==> src/rtl/data_sram_ctrl.sv <==
// Responder for the CPU data-memory port against an external 32-bit asynchronous SRAM.
// Each access runs a multi-cycle strobe sequence while the pipeline is held via stallreq_o.
module data_sram_ctrl #(
  parameter int unsigned ADDR_W     = 20,
  parameter int unsigned READ_WAIT  = 2,
  parameter int unsigned WRITE_WAIT = 2
) (
  input  logic              clk,
  input  logic              rst,
  input  logic [31:0]       ram_addr_i,
  input  logic [31:0]       ram_data_i,
  input  logic              ram_re_i,
  input  logic              ram_we_i,
  input  logic [3:0]        ram_mask_i,
  output logic [31:0]       ram_data_o,
  output logic              stallreq_o,
  output logic [ADDR_W-1:0] sram_addr_o,
  output logic [31:0]       sram_data_o,
  output logic              sram_data_oe,
  input  logic [31:0]       sram_data_i,
  output logic              sram_ce_n,
  output logic              sram_oe_n,
  output logic              sram_we_n,
  output logic [3:0]        sram_be_n
);

  localparam int unsigned MAX_WAIT = (READ_WAIT > WRITE_WAIT) ? READ_WAIT : WRITE_WAIT;
  localparam int unsigned CNT_W    = (MAX_WAIT > 1) ? $clog2(MAX_WAIT) : 1;

  typedef enum logic [2:0] {
    IDLE,
    RD,
    WR_SETUP,
    WR_PULSE,
    WR_HOLD,
    DONE
  } state_t;

  state_t             state;
  logic [CNT_W-1:0]   cnt;

  // Byte-lane and out-of-range address bits are not used by a word-addressed SRAM.
  logic unused_addr_bits;
  assign unused_addr_bits = ^{ram_addr_i[31:ADDR_W+2], ram_addr_i[1:0]};

  // Combinational so the pipeline stalls in the request cycle itself.
  assign stallreq_o = ((state == IDLE) && (ram_re_i || ram_we_i)) ||
                      (state == RD) || (state == WR_SETUP) ||
                      (state == WR_PULSE) || (state == WR_HOLD);

  always_ff @(posedge clk) begin
    if (rst) begin
      state        <= IDLE;
      cnt          <= '0;
      ram_data_o   <= '0;
      sram_addr_o  <= '0;
      sram_data_o  <= '0;
      sram_data_oe <= 1'b0;
      sram_ce_n    <= 1'b1;
      sram_oe_n    <= 1'b1;
      sram_we_n    <= 1'b1;
      sram_be_n    <= 4'hF;
    end else begin
      case (state)
        IDLE: begin
          // Write wins over read; an all-zero mask write touches no SRAM pins.
          if (ram_we_i) begin
            if (ram_mask_i != 4'h0) begin
              sram_addr_o  <= ram_addr_i[ADDR_W+1:2];
              sram_data_o  <= ram_data_i;
              sram_be_n    <= ~ram_mask_i;
              sram_ce_n    <= 1'b0;
              sram_data_oe <= 1'b1;
              state        <= WR_SETUP;
            end else begin
              state <= DONE;
            end
          end else if (ram_re_i) begin
            sram_addr_o <= ram_addr_i[ADDR_W+1:2];
            sram_be_n   <= 4'h0;
            sram_ce_n   <= 1'b0;
            sram_oe_n   <= 1'b0;
            cnt         <= CNT_W'(READ_WAIT - 1);
            state       <= RD;
          end
        end
        RD: begin
          if (cnt == '0) begin
            ram_data_o <= sram_data_i;
            sram_oe_n  <= 1'b1;
            sram_ce_n  <= 1'b1;
            state      <= DONE;
          end else begin
            cnt <= cnt - CNT_W'(1);
          end
        end
        WR_SETUP: begin
          sram_we_n <= 1'b0;
          cnt       <= CNT_W'(WRITE_WAIT - 1);
          state     <= WR_PULSE;
        end
        WR_PULSE: begin
          if (cnt == '0) begin
            sram_we_n <= 1'b1;
            state     <= WR_HOLD;
          end else begin
            cnt <= cnt - CNT_W'(1);
          end
        end
        WR_HOLD: begin
          // Address and data stay driven one cycle past the rising we_n.
          sram_ce_n    <= 1'b1;
          sram_data_oe <= 1'b0;
          state        <= DONE;
        end
        DONE:    state <= IDLE;
        default: state <= IDLE;
      endcase
    end
  end

endmodule

==> config.mk <==
export PLATFORM = sky130hd
export DESIGN_NAME = data_sram_ctrl
export DESIGN_NICKNAME = d
export VERILOG_FILES = /design/src/rtl/data_sram_ctrl.sv
export SDC_FILE = /design/constraint.sdc
export NUM_CORES = 1
export LEC_CHECK = 0
export BUFFER_PORTS_ARGS = -buffer_cell sky130_fd_sc_hd__buf_2
export CAP_MARGIN = 20
export CORE_ASPECT_RATIO = 1.1
export CORE_UTILIZATION = 40
export CTS_CLUSTER_SIZE = 30
export DETAILED_ROUTE_END_ITERATION = 8
export GPL_TIMING_DRIVEN = 0
export MAX_ROUTING_LAYER = met4
export PLACE_DENSITY_LB_ADDON = 0.1
export SYNTH_ARGS = -nofsm -noshare
export SYNTH_HDL_FRONTEND = slang
export SYNTH_SLANG_ARGS = --single-unit
==> constraint.sdc <==
create_clock -name clk -period 2.9 [get_ports clk]
set_input_delay 0.58 -clock clk [delete_from_list [all_inputs] [get_ports clk]]
set_output_delay 0.58 -clock clk [all_outputs]
set_load 0.005 [all_outputs]
==> summary.md, run 1 <==
| Metric | Value |
|---|---|
| Critical path's most frequent cell | `buf_2` |
| Vias after detailed routing | `3,775` |
| Run status | `finished, final reports clean` |
| Final hold viol count | `0` |
| Row cnt | `36` |
| Cts repair resizes | `0` |
| Final setup viols | `0` |
| Horizontal die dimension | `93.8 um` |
| Crit Path Category | `input port to output port` |
| Die ar. | `9660 um^2` |
| Count of cell types in the netlist | `37` |
| Share of flip-flops with an asynchronous set or reset | `0` |
| Worst path max stage delay | `470 ps` |
| Fraction of final layout cells sized beyond drive strength 1 | `0.320` |
| Top cell type by total area after synthesis | `dfxtp_1` |
| Antenna-violating nets left | `0` |
| RSZ-0062 raised after global routing | `no` |
| Root cell of the clock tree | `clkbuf_8` |
| IO Port Bufs | `between 150 and 200` |
| IR drop worst, VDD | `between 0.0002 and 0.0003 V` |
| EDFF count, synth | `0` |
| Overflow left after global routing | `0` |
| #FFs+latches synth | `96` |
| Class of the tightest hold or removal check | `register to register` |
| Top area cells in the synthesized netlist | `dfxtp_1, nand2_1, a21oi_1, mux2i_1, nand3_1` |
| TritonCTS clock tree | `done` |
| Core utilization of the finished layout | `0.551` |
| Fill cells | `about 920` |
| Pins over their slew limit | `0` |
| Required time worst endpoint | `2320 ps` |
| Number of antenna violations at the first check in global routing | `0` |
| Internal portion of total power | `about 2.4 mW` |
| Vias in the first global route | `about 3,400` |
| First-pass iteration count of the detailed router | `4` |
| Number of standard cells after synthesis | `between 400 and 500` |
| Longest Clk Path Bufs | `2` |
| Power density over the cells | `723 nW/um^2` |
| # H-tree levels | `3` |
| Clock slew at the register clock pins of the worst setup and hold paths | `~80 ps` |
| Minimum period implied by the final worst setup slack | `~2300 ps` |
| DR iter-0 viols | `between 100 and 150` |
| Core area | `8920 um^2` |
| Part of the cycle the worst path needs | `0.808` |
| Clk network pwr share | `0.209` |
| Initial Utilization | `0.416` |
| Worst endpoint data arrival time | `approximately 1800 ps` |
| Layout area overhead | `32.5%` |
| Last weighted congestion value of the routability-driven placer | `between 0.8 and 0.9` |
| TritonCTS Sinks | `96` |
| Cells along the critical path | `buf_2 > or4_1 > o21ai_0 > inv_1 > buf_2` |
| Family of cells with the greatest summed delay on the critical path | `simple AND/OR/NAND/NOR gates` |
| Synthesized area per cell | `~8.4 um^2` |
| DPL Wire Length | `7240 um` |
| Part of the Yosys area used for sequential elements | `0.518` |
| Die outline height | `103 um` |
| Maximum fanout encountered on the critical timing path | `10` |
| Max transition margin | `0.565` |
| Sw Share | `0.335` |
| Max-cap violations | `0` |
| Share of total power in sequential cells | `0.466` |
| Fraction of synthesized cell area taken by the top area cell type | `0.518` |
| Number of buffer and inverter instances along the worst setup path | `3` |
| Proportion of power drawn by combinational gates | `0.325` |
| YS warnings | `0` |
| Number of clock buffers inserted by TritonCTS | `9` |
| Worst-Skew Late Latency | `between 300 and 400 ps` |
| Switching power | `about 1.2 mW` |
| Hold_buf cts | `0` |
| Leakage | `2.21 nW` |
| DRC viols | `0` |
| Post-Synthesis Net Count | `approximately 550` |
| Sum of routed wire length over all layers | `9800 um` |
| Clock Skews | `about 6.4 ps` |
| Total number of nets in the final design | `739` |
| Wire length of the first global-routing pass | `15,400 um` |
| IO Count | `197` |
| Post-CTS setup-driven buffer insertion count | `0` |
| Crit start category | `input port` |
| Post-Synthesis Cell Area | `about 3700 um^2` |
| Post-DR wirelength/cell | `13.0 um` |
| Slew at the pin closest to its max-slew limit | `~650 ps` |
| F_max | `427 MHz` |
| Routed vias/inst | `approximately 5` |
| Slowest-stage cell, CP | `or4_1` |
| Sum of negative setup slack | `0 ps` |
| Largest net degree at the start of global routing | `14` |
| Most used flip-flop cell after synthesis | `dfxtp_1` |
| Total global-route track usage | `0.210` |
| Number of antenna cells inserted | `0` |
| Critical Path End Type | `output port` |
==> cell usage in the layout, fill, tap and decap left out <==
cell,Yosys,final
buf_2,1,183
nand2_1,106,106
dfxtp_1,96,96
a21oi_1,69,69
clkbuf_1,35,38
nand3_1,32,32
o21ai_0,28,28
mux2i_1,20,20
clkbuf_8,0,10
o21ai_1,8,8
nor3_1,7,7
a211o_1,5,5
inv_1,4,4
nor2_1,4,4
buf_6,3,3
a211oi_1,2,2
or4_1,1,1
nor4b_2,1,1
or4b_1,1,1
nor4_1,1,1
or3_4,1,1
o41ai_4,1,1
o41a_1,1,1
nand3b_1,1,1
o211ai_1,1,1
clkinv_1,1,1
a211oi_2,1,1
buf_1,1,1
nor2b_1,1,1
o21ba_2,1,1
o221ai_1,1,1
or4b_2,1,1
nor3b_1,1,1
o32ai_1,1,1
a311oi_1,1,1
a2111oi_0,1,1
nand2b_1,1,1
o221a_2,1,1
clkinv_2,0,1
==> tightest hold or removal path, cell delays in order, from the launching register on <==
cell     delay, ps
dfxtp_1        310
nand2_1         50
mux2i_1         50
==> final timing paths <==
check / start / to / slack, ps / cells past startpoint
hold / removal: sram_addr_o[10]$_SDFFE_PP0P_ / sram_addr_o[10]$_SDFFE_PP0P_ / 450 / 2
hold reg to reg: sram_addr_o[10]$_SDFFE_PP0P_ / sram_addr_o[10]$_SDFFE_PP0P_ / 450 / 2
setup / recovery: ram_we_i / stallreq_o / 560 / 5
setup reg to reg: state[0]$_SDFFE_PP0P_ / sram_data_o[20]$_SDFFE_PP0P_ / 970 / 5
==> stage by stage <==
| stage | total power [mW] | hold WS [ps] | setup WS (ps) | std cells | area (um^2) |
|---|---|---|---|---|---|
| after floorplan | 2.39 | 451 | 814 | 442 | 3710 |
| after global placement | 2.83 | 439 | 574 | 738 | 4760 |
| after detailed placement | 2.86 | 444 | 571 | 738 | 4760 |
| after CTS | 3.61 | 438 | 543 | 752 | 4920 |
| after global routing | 3.82 | 448 | 441 | 752 | 4920 |
| final | 3.56 | 452 | 556 | 752 | 4920 |
==> logic make-up after synthesis <==
group / Yosys count / synth area share
DFF: 96 / 0.518
muxes: 20 / 0.0540
buffers and inverters: 45 / 0.0519
and+or+nand+nor: 159 / 0.188
AOI/OAI and AO/OA: 122 / 0.189
==> synthesized netlist by cell type, types with 3 or more instances <==
cell type and n:
nand2_1 106, dfxtp_1 96, a21oi_1 69, clkbuf_1 35
nand3_1 32, o21ai_0 28, mux2i_1 20, o21ai_1 8
nor3_1 7, a211o_1 5, inv_1 4, nor2_1 4
buf_6 3
==> flip-flops by register name, summed over array words and instances, names as in the netlist <==
name          count
sram_ce_n         1
sram_addr_o      20
sram_be_n         4
ram_data_o       32
cnt               1
sram_data_o      32
sram_oe_n         1
state             3
sram_data_oe      1
sram_we_n         1
==> final cells by class <==
type	instances	area (um^2)	share of cell area
multi-input combinational	301	1600	0.324
tap	114	143	0.0290
inverter	5	18.8	0.00382
clock buffer	13	149	0.0303
clock inverter	1	5.00	0.00102
timing repair buffer	182	911	0.185
buffer	40	174	0.0354
sequential	96	1920	0.391
==> metal layers <==
| layer | global-route usage | part of all wire | up-vias |
|---|---|---|---|
| met3 | 0.0435 | 0.072 | 21 |
| met1 | 0.247 | 0.44 | 1728 |
| li1 | - | - | 1896 |
| met5 | - | 0 | - |
| met4 | 0.111 | 0.025 | 0 |
| met2 | 0.339 | 0.46 | 130 |
==> power groups by stage <==
stage / Combinational, mW / Sequential (mW) / Clock (mW)
3_5_place_dp: 1.17 / 1.69 / 0
6_report: 1.16 / 1.66 / 0.742
5_1_grt: 1.31 / 1.69 / 0.822
4_1_cts: 1.17 / 1.66 / 0.780
3_3_place_gp: 1.15 / 1.68 / 0
2_1_floorplan: 0.685 / 1.71 / 0
Note: power is estimated with default switching activity, not from simulation.
==> run 2: changes to the inputs <==
==> constraint.sdc (replaced) <==
create_clock -name clk -period 2 [get_ports clk]
set_input_delay 0.4 -clock clk [delete_from_list [all_inputs] [get_ports clk]]
set_output_delay 0.4 -clock clk [all_outputs]
set_load 0.005 [all_outputs]
==> run 2 against run 1 <==
  * Critical path depth down 1
  * Core utilization up 0.59 points
  * Register-to-register slack worse by 800 ps
  * Critical path type is now register to output port
  * Largest cell class unchanged
==> summary.md, run 2 (synthesis results as in run 1) <==
| Metric | Value |
|---|---|
| Last weighted congestion value of the routability-driven placer | `0.806 (unchanged)` |
| Crit Path Category | `register to output port` |
| Most frequent cells in the layout | `buf_2, nand2_1, dfxtp_1` |
| Startpoint of the most critical hold path | `sram_data_i[29]` |
| Required time worst endpoint | `1600 ps (-720 ps)` |
| Leakage | `2.25 nW (+1.5%)` |
| Overflow left after global routing | `0 (unchanged)` |
| Pins over their slew limit | `0 (unchanged)` |
| Minimum period implied by the final worst setup slack | `around 1900 ps` |
| Max-cap violations | `0 (unchanged)` |
| Clock slew at the register clock pins of the worst setup and hold paths | `90 ps (about the same)` |
| Antenna-violating nets left | `0 (unchanged)` |
| Area used by multi-input combinational logic | `1620 um^2 (+1.3%)` |
| Initial Utilization | `0.416 (unchanged)` |
| Slew at the pin closest to its max-slew limit | `647 ps (+0.281 ps)` |
| R2r startpoint | `state[2]$_SDFFE_PP0P_` |
| Class of the tightest hold or removal check | `input port to register` |
| DRC viols | `0 (unchanged)` |
| TritonCTS Sinks | `96 (unchanged)` |
| Critical Path End Type | `output port` |
| Power density over the cells | `1050 nW/um^2 (+45%)` |
| Maximum fanout encountered on the critical timing path | `4 (-6)` |
| Number of placed instances, taps included | `738 (unchanged)` |
| Core area | `8920 um^2 (unchanged)` |
| Sum of negative setup slack | `0 ps (unchanged)` |
| Total global-route track usage | `0.211 (+0.000324)` |
| Number of antenna cells inserted | `0 (unchanged)` |
| Post-DR wirelength/cell | `13.1 um (+0.15%)` |
| Number of clock buffers inserted by TritonCTS | `9 (unchanged)` |
| IO Port Bufs | `182 (unchanged)` |
| Crit start category | `register` |
| Part of the cycle the worst path needs | `0.968` |
| Fill cells | `912 (-0.55%)` |
| Root cell of the clock tree | `clkbuf_8` |
| F_max | `between 500 and 600 MHz` |
| Final hold viol count | `0 (unchanged)` |
| Longest Clk Path Bufs | `2 (unchanged)` |
| IO Count | `197 (unchanged)` |
| Worst endpoint data arrival time | `1540 ps (-220 ps)` |
| Hold_buf cts | `0 (unchanged)` |
| Setup ws final | `64.2 ps (-492 ps)` |
| Fraction of final layout cells sized beyond drive strength 1 | `0.335 (+0.0157)` |
| Biggest regs | `ram_data_o x32, sram_data_o x32, sram_addr_o x20` |
| Clock Skews | `6.34 ps (-0.0352 ps)` |
| R2r setup slk | `170 ps (-800 ps)` |
| Worst-Skew Late Latency | `350 ps (about the same)` |
| # H-tree levels | `3 (unchanged)` |
| Largest net degree at the start of global routing | `14 (unchanged)` |
| Sum of routed wire length over all layers | `9860 um (+0.55%)` |
| Total number of nets in the final design | `742 (+0.41%)` |
| Die ar. | `9660 um^2 (unchanged)` |
| Final setup viols | `0 (unchanged)` |
| Storage cell area | `1930 um^2 (+0.26%)` |
| Hold worst-path end | `ram_data_o[29]$_SDFFE_PP0P_` |
| Routed vias/inst | `5.04 (+0.37%)` |
| First-pass iteration count of the detailed router | `4 (unchanged)` |
| Die outline height | `103 um (unchanged)` |
| TritonCTS clock tree | `done` |
| Horizontal die dimension | `93.8 um (unchanged)` |
| Hold Crit Depth | `3 (+1)` |
| Commonest non-fill, non-tap cell in the layout | `buf_2` |
| Wire length of the first global-routing pass | `15,400 um (+0.18%)` |
| Number of antenna violations at the first check in global routing | `0 (unchanged)` |
| Final Non-Filler Cells | `755 (+0.40%)` |
| Layout area overhead | `34.0%` |
| IR drop worst, VDD | `0.000430 V (+47%)` |
| Vias after detailed routing | `3,804 (+0.77%)` |
| Run status | `finished, final reports clean` |
| Critical R2R Capture | `sram_addr_o[18]$_SDFFE_PP0P_` |
| Vias in the first global route | `3,451 (+0.29%)` |
| Row cnt | `36 (unchanged)` |
| Pre-CTS WS | `31.5 ps (-540 ps)` |
| Path depth of the worst reg2reg path | `5 (unchanged)` |
| DR iter-0 viols | `133 (-9.5%)` |
| Max transition margin | `0.565 (about the same)` |
| DPL Wire Length | `7240 um (unchanged)` |
[run 2: cell types whose count changed in the layout (fill, tap and decap cells not counted), moves of 2 or more]
cell	delta
buf_4	+3
dfxtp_1	-2
clkbuf_2	+3
clkbuf_1	-3
[run 2: power by group]
group	leakage [nW]	internal [mW]	switching (mW)
Clock	0.0794	0.473	0.607
Combinational	1.38	0.753	0.972
Sequential	0.787	2.24	0.169
[run 2: stage by stage]
| stage | hold slack [ps] | instance area [um^2] | power [mW] | utilization |
|---|---|---|---|---|
| finish | 274 | 4970 | 5.22 | 0.557 |
| global route | 268 | 4970 | 5.59 | 0.557 |
| CTS | 258 | 4930 | 5.25 | 0.553 |
| detailed placement | 444 | 4760 | 4.14 | 0.534 |
| global placement | 439 | 4760 | 4.10 | 0.534 |
| floorplan | 451 | 3710 | 3.47 | - |
[run 2: metal layers]
| metal | wire length (um) | global-route usage | up-vias |
|---|---|---|---|
| li1 | - | - | 1905 |
| met1 | 4350 | 0.247 | 1742 |
| met2 | 4540 | 0.340 | 136 |
| met3 | 714 | 0.0435 | 21 |
| met4 | 247 | 0.111 | 0 |
| met5 | 0 | - | - |
[run 2: final cells by class]
type                    instances  share of cell area
clock buffers                  13              0.0300
clock inverters                 1             0.00101
flip-flops and latches         96               0.388
repair buffers                185               0.188
inverters                       5             0.00378
well taps                     114              0.0287
multi-input cells             301               0.325
plain buffers                  40              0.0358
[run 2: worst max-delay path, stage by stage, from the launching register on]
cell	delay (ps)
dfxtp_4	350
or4_4	510
o21ai_2	150
inv_1	50
buf_2	130
[run 2: how the worst max path moves through the flow]
stage | startpoint | endpoint | slack, ps | cells after the start
2_1_floorplan | ram_we_i | stallreq_o | 270 | 4
5_1_grt | state[1]$_SDFFE_PP0P_ | stallreq_o | -10 | 4
6_report | state[1]$_SDFFE_PP0P_ | stallreq_o | 60 | 4
3_5_place_dp | ram_we_i | stallreq_o | 30 | 5
4_1_cts | state[0]$_SDFFE_PP0P_ | stallreq_o | 2 | 4
3_3_place_gp | ram_we_i | stallreq_o | 30 | 5
[run 2: repair_timing]
action / CTS / global route
setup buffers: 1 / 2
pin swaps: 1 / 2
setup endpoints to repair: 1 / 47
resized for setup: 4 / 10
gates cloned: 0 / 0
==> run 3: changes to the inputs <==
--- a/config.mk
+++ b/config.mk
@@ -13,7 +13,8 @@
 export DETAILED_ROUTE_END_ITERATION = 8
 export GPL_TIMING_DRIVEN = 0
 export MAX_ROUTING_LAYER = met4
-export PLACE_DENSITY_LB_ADDON = 0.1
+export PLACE_DENSITY_LB_ADDON = 0.05
+export SLEW_MARGIN = 20
 export SYNTH_ARGS = -nofsm -noshare
 export SYNTH_HDL_FRONTEND = slang
 export SYNTH_SLANG_ARGS = --single-unit
==> run 3 against run 2 <==
  * Largest cell class unchanged
  * Cell count is 0.26% higher
  * Largest power group unchanged
  * Total power up 3.1%
  * Sequential share of layout area fell by 0.34 points
  * Core utilization up 0.49 points
  * First-iteration DRC count is 11% higher
  * Global-route usage is 0.071 points higher
  * Maximum frequency decreased by 1.4%
  * Sequential cell count unchanged
  * Design area grew 0.88%
  * Clock power is 14% higher
  * Die area unchanged
==> summary.md, run 3 (synthesis results as in run 1) <==
| Metric | Value |
|---|---|
| Run status | `finished, final reports clean` |
| Post-DP Area | `4760 um^2 (unchanged)` |
| Post-DR wirelength/cell | `13.2 um (+1.3%)` |
| Core utilization of the finished layout | `0.562 (+0.00491)` |
| First-pass iteration count of the detailed router | `4 (unchanged)` |
| Vias after detailed routing | `3,721 (-2.2%)` |
| Total number of nets in the final design | `743 (+0.13%)` |
| # H-tree levels | `3 (unchanged)` |
| IR drop worst, VDD | `0.000563 V (+31%)` |
| Slowest-stage cell, CP | `or4_4` |
| Worst-Skew Late Latency | `350 ps (about the same)` |
| Worst path max stage delay | `540 ps (+30 ps)` |
| Biggest regs | `ram_data_o x32, sram_data_o x32, sram_addr_o x20` |
| WHS | `272 ps (-2.33 ps)` |
| Storage cell area | `1930 um^2 (unchanged)` |
| Minimum period implied by the final worst setup slack | `1960 ps (+27.7 ps)` |
| Total global-route track usage | `0.211 (+0.000706)` |
| Number of antenna cells inserted | `0 (unchanged)` |
| Maximum fanout encountered on the critical timing path | `4 (unchanged)` |
| Area used by multi-input combinational logic | `1620 um^2 (about the same)` |
| Required time worst endpoint | `1600 ps (about the same)` |
| Routed vias/inst | `4.92 (-2.4%)` |
| Layout area overhead | `35.1%` |
| Part of the cycle the worst path needs | `0.982 (+0.0139)` |
| Number of clock buffers inserted by TritonCTS | `9 (unchanged)` |
| TritonCTS clock tree | `done` |
| Number of antenna violations at the first check in global routing | `0 (unchanged)` |
| F_max | `509 MHz (-1.4%)` |
| Largest net degree at the start of global routing | `15 (+1)` |
| Die outline height | `103 um (unchanged)` |
| DR iter-0 viols | `148 (+11%)` |
| Core area | `8920 um^2 (unchanged)` |
| Pins over their slew limit | `0 (unchanged)` |
| Clock slew at the register clock pins of the worst setup and hold paths | `90 ps (about the same)` |
| R2r setup slk | `180 ps (about the same)` |
| DPL Wire Length | `7160 um (-1.1%)` |
| Cells along the critical path | `or4_4 > o21ai_4 > inv_2 > buf_6` |
| Class of the tightest hold or removal check | `input port to register` |
| IO Count | `197 (unchanged)` |
| Fraction of final layout cells sized beyond drive strength 1 | `0.341 (+0.00518)` |
| Critical Path End Type | `output port` |
| Root cell of the clock tree | `clkbuf_8` |
| Horizontal die dimension | `93.8 um (unchanged)` |
| DRC viols | `0 (unchanged)` |
| Crit Path Category | `register to output port` |
| Leakage | `2.27 nW (+1.0%)` |
| Die ar. | `9660 um^2 (unchanged)` |
| Last weighted congestion value of the routability-driven placer | `0.772 (-4.2%)` |
| Power Total | `5.38 mW (+3.1%)` |
| Antenna-violating nets left | `0 (unchanged)` |
| Final Instance Area | `5010 um^2 (+0.88%)` |
| Sum of routed wire length over all layers | `10,000 um (+1.6%)` |
| Max-cap violations | `0 (unchanged)` |
| Crit start category | `register` |
| Longest Clk Path Bufs | `2 (unchanged)` |
| Max transition margin | `0.537 (-0.0278)` |
| TritonCTS Sinks | `96 (unchanged)` |
| RSZ-0062 raised after global routing | `yes` |
| Commonest non-fill, non-tap cell in the layout | `buf_2` |
| Initial Utilization | `0.416 (unchanged)` |
| IO Port Bufs | `182 (unchanged)` |
| Vias in the first global route | `3,343 (-3.1%)` |
| Hold_buf cts | `0 (unchanged)` |
| Power density over the cells | `1070 nW/um^2 (+2.2%)` |
| Overflow left after global routing | `0 (unchanged)` |
| Worst endpoint data arrival time | `1560 ps (+20 ps)` |
| Final setup viols | `0 (unchanged)` |
| Clock Skews | `5.99 ps (-0.348 ps)` |
| Fill cells | `901 (-1.2%)` |
| Row cnt | `36 (unchanged)` |
| Most frequent cells in the layout | `buf_2, nand2_1, dfxtp_1` |
| Slew at the pin closest to its max-slew limit | `688 ps (+41.3 ps)` |
| Final hold viol count | `0 (unchanged)` |
| Wire length of the first global-routing pass | `15,800 um (+2.0%)` |
-- run 3: report_power, final --
group	switching (mW)	total [mW]	internal (mW)
Combinational	0.973	1.74	0.762
Clock	0.633	1.23	0.600
Sequential	0.169	2.41	2.24
Total	1.78	5.38	3.61
-- run 3: layer usage --
metal / wire, um / GRT usage / up-vias / share of wire
met5: 0 / - / - / 0
met2: 4720 / 0.333 / 104 / 0.47
met4: 94 / 0.0923 / 0 / 0.0094
met3: 627 / 0.0435 / 7 / 0.063
li1: - / - / 1913 / -
met1: 4570 / 0.262 / 1697 / 0.46
-- run 3: cell type report --
cell class,instances,share of cell area
Sequential cell,96,0.384
Multi-Input combinational cell,301,0.322
Timing Repair Buffer,186,0.189
Buffer,40,0.0352
Tap cell,114,0.0285
Clock buffer,11,0.0282
Clock inverter,4,0.00898
Inverter,5,0.00374
-- run 3: final timing paths --
path,startpoint,end,cells past startpoint
max,state[1]$_SDFFE_PP0P_,stallreq_o,4
max reg2reg,state[2]$_SDFFE_PP0P_,sram_addr_o[19]$_SDFFE_PP0P_,5
min,sram_data_i[9],ram_data_o[9]$_SDFFE_PP0P_,3
min reg2reg,ram_data_o[9]$_SDFFE_PP0P_,ram_data_o[9]$_SDFFE_PP0P_,2
-- run 3: stage by stage --
| step | std cells | setup TNS (ps) | setup slack [ps] |
|---|---|---|---|
| final | 757 | 0 | 36.5 |
| after global routing | 757 | -30.6 | -30.6 |
| after CTS | 756 | 0 | 6.90 |
| after detailed placement | 738 | -31.2 | -28.2 |
| after global placement | 738 | 0 | 20.1 |
| after floorplan | 442 | 0 | 274 |
-- run 3: repair_timing --
action,4_1_cts,5_1_grt
hold endpoints to repair,0,0
setup endpoints to repair,1,30
pin swaps,1,2
gates resized for setup,8,5
setup buffers,3,1
-- run 3: worst max-delay path: cells and delay by family (launching register included) --
kind,cells,cell delay (ps)
simple gates,1,540
buf+inv,2,160
compound gates,1,150
flops,1,360
